File: src/rtl/pipe_pkg.sv
// pipe_pkg: shared types and constants for the elastic pipeline-stage registers.
//   stage_state_e : occupancy state of a pipe_stage_reg instance
//   *_W           : stage bundle widths for ID/EX, EX/MEM, MEM/WB
//   IDEX_*        : bit offsets of the fields in the ID/EX bundle
package pipe_pkg;

  typedef enum logic [1:0] {
    EMPTY = 2'd0,
    ONE   = 2'd1,
    TWO   = 2'd2
  } stage_state_e;

  localparam int unsigned ID_EX_W  = 150;
  localparam int unsigned EX_MEM_W = 71;  // WB_EN, MEM_R_EN, MEM_W_EN, ALU_res, Val_Rm, Dest
  localparam int unsigned MEM_WB_W = 70;  // WB_EN, MEM_R_EN, ALU_res, Mem_data, Dest

  // ID/EX field offsets (LSB position and width); control occupies the low bits.
  localparam int unsigned IDEX_CTRL_LSB   = 0;
  localparam int unsigned IDEX_CTRL_W     = 5;
  localparam int unsigned IDEX_SR_LSB     = 5;
  localparam int unsigned IDEX_SR_W       = 4;
  localparam int unsigned IDEX_CMD_LSB    = 9;
  localparam int unsigned IDEX_CMD_W      = 4;
  localparam int unsigned IDEX_PC_LSB     = 13;
  localparam int unsigned IDEX_PC_W       = 32;
  localparam int unsigned IDEX_RN_LSB     = 45;
  localparam int unsigned IDEX_RN_W       = 32;
  localparam int unsigned IDEX_RM_LSB     = 77;
  localparam int unsigned IDEX_RM_W       = 32;
  localparam int unsigned IDEX_IMM_LSB    = 109;
  localparam int unsigned IDEX_IMM_W      = 1;
  localparam int unsigned IDEX_SHOP_LSB   = 110;
  localparam int unsigned IDEX_SHOP_W     = 12;
  localparam int unsigned IDEX_SIMM24_LSB = 122;
  localparam int unsigned IDEX_SIMM24_W   = 24;
  localparam int unsigned IDEX_DEST_LSB   = 146;
  localparam int unsigned IDEX_DEST_W     = 4;

  // ID/EX payload, MSB first so that the packed layout matches the offsets above.
  typedef struct packed {
    logic [IDEX_DEST_W-1:0]   dest;
    logic [IDEX_SIMM24_W-1:0] signed_imm_24;
    logic [IDEX_SHOP_W-1:0]   shift_operand;
    logic                     imm;
    logic [IDEX_RM_W-1:0]     val_rm;
    logic [IDEX_RN_W-1:0]     val_rn;
    logic [IDEX_PC_W-1:0]     pc;
    logic [IDEX_CMD_W-1:0]    exe_cmd;
    logic [IDEX_SR_W-1:0]     sr;
    logic                     wb_en;
    logic                     mem_r_en;
    logic                     mem_w_en;
    logic                     b;
    logic                     s;
  } id_ex_bundle_t;

endpackage

File: src/rtl/sat_counter.sv
// sat_counter: W-bit up counter that sticks at all-ones instead of wrapping.
//   clk, rst : clock, asynchronous active-low reset
//   inc      : count this cycle
//   clear    : synchronous clear, dominates inc
//   cnt      : current count
module sat_counter #(
  parameter int unsigned W = 16
) (
  input  logic         clk,
  input  logic         rst,
  input  logic         inc,
  input  logic         clear,
  output logic [W-1:0] cnt
);

  // Count register; increments are suppressed once all bits are set.
  always_ff @(posedge clk or negedge rst) begin
    if (!rst) begin
      cnt <= '0;
    end else if (clear) begin
      cnt <= '0;
    end else if (inc && (cnt != {W{1'b1}})) begin
      cnt <= cnt + W'(1);
    end
  end

endmodule

File: src/rtl/pipe_stage_reg.sv
// pipe_stage_reg: elastic pipeline-stage register with a 2-entry skid buffer.
//   clk, rst            : clock, asynchronous active-low reset
//   flush               : synchronous flush; held entries become bubbles
//   freeze              : forces effective downstream ready low
//   in_valid/in_ready   : upstream handshake (in_ready decoded from state only)
//   in_data             : upstream bundle
//   out_valid/out_ready : downstream handshake
//   out_data            : output bundle; control bits are 0 whenever out_valid is 0
//   occupancy           : number of held entries (0..2)
//   stall_cnt           : saturating count of cycles with out_valid & ~effective ready
module pipe_stage_reg
  import pipe_pkg::*;
#(
  parameter int unsigned WIDTH      = 150,
  parameter int unsigned CTRL_WIDTH = 5,
  parameter int unsigned CNT_WIDTH  = 16
) (
  input  logic                 clk,
  input  logic                 rst,
  input  logic                 flush,
  input  logic                 freeze,
  input  logic                 in_valid,
  output logic                 in_ready,
  input  logic [WIDTH-1:0]     in_data,
  output logic                 out_valid,
  input  logic                 out_ready,
  output logic [WIDTH-1:0]     out_data,
  output logic [1:0]           occupancy,
  output logic [CNT_WIDTH-1:0] stall_cnt
);

  // Ones over the control field; a shift by WIDTH yields 0 so the subtract gives all-ones.
  localparam logic [WIDTH-1:0] CTRL_MASK = (WIDTH'(1) << CTRL_WIDTH) - WIDTH'(1);

  stage_state_e     state_q, state_d;
  logic [WIDTH-1:0] main_q, skid_q;
  logic             rdy_eff, in_fire, out_fire;

  assign rdy_eff  = out_ready & ~freeze;
  assign in_fire  = in_valid & in_ready;
  assign out_fire = out_valid & rdy_eff;
  assign out_data = main_q;

  // State register.
  always_ff @(posedge clk or negedge rst) begin
    if (!rst) begin
      state_q <= EMPTY;
    end else begin
      state_q <= state_d;
    end
  end

  // Next-state logic; flush overrides every transition.
  always_comb begin
    state_d = state_q;
    if (flush) begin
      state_d = EMPTY;
    end else begin
      case (state_q)
        EMPTY:   if (in_fire) state_d = ONE;
        ONE: begin
          if (in_fire && !out_fire)      state_d = TWO;
          else if (!in_fire && out_fire) state_d = EMPTY;
        end
        TWO:     if (out_fire) state_d = ONE;
        default: state_d = EMPTY;
      endcase
    end
  end

  // Handshake and occupancy decode, from the state register only.
  always_comb begin
    in_ready  = 1'b1;
    out_valid = 1'b0;
    occupancy = 2'd0;
    case (state_q)
      ONE: begin
        out_valid = 1'b1;
        occupancy = 2'd1;
      end
      TWO: begin
        in_ready  = 1'b0;
        out_valid = 1'b1;
        occupancy = 2'd2;
      end
      default: ;
    endcase
  end

  // Entry storage. Control bits of main are cleared whenever the stage becomes
  // empty (drain or flush), so the registered output is a NOP bubble.
  always_ff @(posedge clk or negedge rst) begin
    if (!rst) begin
      main_q <= '0;
      skid_q <= '0;
    end else if (flush) begin
      main_q <= main_q & ~CTRL_MASK;
      skid_q <= skid_q & ~CTRL_MASK;
    end else begin
      case (state_q)
        EMPTY: if (in_fire) main_q <= in_data;
        ONE: begin
          if (in_fire && !out_fire)     skid_q <= in_data;
          else if (in_fire && out_fire) main_q <= in_data;
          else if (out_fire)            main_q <= main_q & ~CTRL_MASK;
        end
        TWO:   if (out_fire) main_q <= skid_q;
        default: ;
      endcase
    end
  end

  // Stall counter; only reset clears it.
  sat_counter #(
    .W(CNT_WIDTH)
  ) u_stall_cnt (
    .clk  (clk),
    .rst  (rst),
    .inc  (out_valid & ~rdy_eff),
    .clear(1'b0),
    .cnt  (stall_cnt)
  );

endmodule

File: config.mk
export PLATFORM = sky130hd
export DESIGN_NAME = pipe_stage_reg
export DESIGN_NICKNAME = d
export VERILOG_FILES = /design/src/rtl/pipe_pkg.sv /design/src/rtl/sat_counter.sv /design/src/rtl/pipe_stage_reg.sv
export SDC_FILE = /design/constraint.sdc
export NUM_CORES = 1
export LEC_CHECK = 0
export BUFFER_PORTS_ARGS = -buffer_cell sky130_fd_sc_hd__buf_2
export CAP_MARGIN = 25
export CORE_MARGIN = 2
export CORE_UTILIZATION = 30
export CTS_CLUSTER_DIAMETER = 60
export DETAILED_ROUTE_END_ITERATION = 10
export PLACE_DENSITY_LB_ADDON = 0.1
export SETUP_SLACK_MARGIN = 0.05
export SLEW_MARGIN = 20
export SYNTH_ARGS = -nofsm -noshare
export SYNTH_HDL_FRONTEND = slang
export SYNTH_HIERARCHICAL = 1
export SYNTH_SLANG_ARGS = --single-unit
File: constraint.sdc
create_clock -name clk -period 3.88 [get_ports clk]
set_clock_uncertainty 0.15 [all_clocks]
set_input_delay 0.194 -clock clk [delete_from_list [all_inputs] [get_ports clk]]
set_output_delay 0.194 -clock clk [all_outputs]
set_load 0.1 [all_outputs]
==> run summary <==
Critical Path Start Type = flop
Post-CTS Resized = 0
Router iterations before antenna repair = 4
Slowest cell delay on critical path = 430 ps
Critical-path top delay cell = ha_1
RR Startpoint = state_q[0]
Required @ worst endpoint = 4160 ps
Residual DRC = 0
Cell with the most instances on the worst path = nor2b_4
Initial DRC count = 411
Largest net degree at the start of global routing = 89
Initial antenna violation count = 2
Inserted Clock Buffers = 41
Vias per std cell = 4.78
CTS Root Buffer Type = clkbuf_16
Setup violators final = 0
DP HPWL = 23.1 mm
Die span in y = 221 µm
Buffers on Ports = 325
Status = completed
CP startpoint = state_q[0]
H-tree Lvls = 2
Synth cell types = 49
Number of global-route vias before repair = 10300
Final Hold Vio Count = 0
RD Place Congestion = 0.719
Area growth syn-to-layout = 36.2%
DR vias = 9919
Later-pin clock latency in the skew report = 550 ps
Final-stage net count = 1600
Number of max-cap violations = 0
Setup TNS = 0 ps
Io pins = 326
Row cnt = 79
Commonest non-fill, non-tap cell in the layout = buf_2
Clk buf depth = 3
All-Layer GR Usage = 15.2%
Unrepaired setup endpoints after global routing = no
Clock-pin slew on the worst setup and hold paths = 60 ps
Type of the worst min-delay path = input port to flop
Critical path, cell by cell = inv_1 > ha_1 > nand3b_2 > nor2b_4 > nor2b_4 > buf_12 > mux2_2
Post-synthesis cell area = 14100 µm²
Yosys warns = 6
Layout cells sized above 1 = 44.8%
Highest Clock Rate = 343 MHz
Max FO, Critical Path = 64
Initial core utilization = 30.3%
Final period util = 75.1%
Die ar. = 48700 µm²
Drt wl/cell = 18.0 µm
Max-Slew Margin vs Limit = 31.7%
Post-synthesis async set-or-reset flop share = 100%
Number of synthesized register bits = 318
Routed Antenna Nets = 0
CTS tree = done
Max-slew violations = 0
Cell count after synthesis = 967
Hold Startpoint = in_valid
Grt total ovfl = 0
Register area share after synthesis = 56.5%
Drt total wl = 37.4 mm
Arr. time, crit path = 3190 ps
CP Capture Type = flop
Slew @ Worst Pin = 1020 ps
Syn Area/Cell = 14.6 µm²
Fin crit period = 2910 ps
Critical path class = flop to flop
CTS Sinks = 318
Core Region = 46500 µm²
Ys flop type = dfrtp_1
Horiz. Die Dim = 221 µm
First-pass GRT wire length = 58.4 mm
Number of flops mapped to enable cells by yosys = 0
Most frequent cells in the layout = buf_2, dfrtp_1, mux2_2
==> timing repair <==
item / CTS / global route
buffers inserted: 0 / 0
endpoints found under the hold margin: 385 / 0
hold buffers: 157 / 0
==> logic make-up after synthesis <==
kind of cell | count (synthesis) | synth area share, %
flops | 318 | 56.5
fa+ha+maj | 6 | 0.533
simple gates | 80 | 3.53
mux | 299 | 25.2
compound gates | 184 | 11.0
buf+inv | 79 | 3.27
other cells | 1 | 0.0266
==> cell usage after synthesis, types with 8 or more instances <==
library cell  count  area [µm²]
a22o_1          145        1270
mux2_4           50         751
nor2_1           17        63.8
buf_6            10         113
nor3_1            8        40.0
a21oi_1          11        55.1
mux2_1           54         608
buf_2            20         100
clkbuf_1         35         131
mux2_2          190        2140
dfrtp_1         318        7960
o31ai_1          10        75.1
==> final timing paths <==
path	to	slack, ps	cells after the start
min	state_q[0]	70	4
max in group asynchronous	u_stall_cnt/cnt[8]	2470	3
min reg2reg	out_data[91]	320	1
min in group asynchronous	out_data[34]	110	2
max	skid_q[49]	970	7
max reg2reg	skid_q[49]	970	7
==> layout make-up <==
type	instances	area, µm²
flip-flops and latches	318	7960
inverters	7	26.3
clock inverters	12	129
multi-input cells	571	5690
clock buffers	59	1180
repair buffers	499	3450
well taps	607	759
fillers	4441	27300
diodes	2	5.00
==> flip-flops by register name, indices dropped and copies added, names as in the netlist <==
signal	cells
u_stall_cnt/cnt	16
skid_q	150
state_q	2
out_data	150
==> worst max-delay path: cells and delay by family (launching register included) <==
| family | cells | cell delay, ps |
|---|---|---|
| fa+ha+maj | 1 | 430 |
| buf+inv | 2 | 490 |
| flops | 1 | 370 |
| mux | 1 | 390 |
| simple gates | 3 | 910 |
==> per-stage QoR <==
stage                     hold slack (ps)  util, %  cells  cell area [µm²]  setup WS, ps
final                                65.5     41.3   2075            19200           966
after global routing                 87.9     41.3   2075            19200           789
after CTS                            24.5     41.3   2073            19200           915
after detailed placement              133     35.1   1845            16300           937
after global placement                137     35.1   1845            16300           961
after floorplan                      -252        -    968            14100           766
==> metal layers <==
layer / vias to the layer above / part of all wire [%] / global-route usage, %
li1: 4582 / - / -
met5: - / 0 / 0
met3: 53 / 7.5 / 4.87
met4: 0 / 2.0 / 4.62
met1: 5050 / 44 / 19.7
met2: 234 / 46 / 24.1
Power is not shown: default switching activity piles up to over one toggle a cycle in this logic, so the estimate is an artifact.
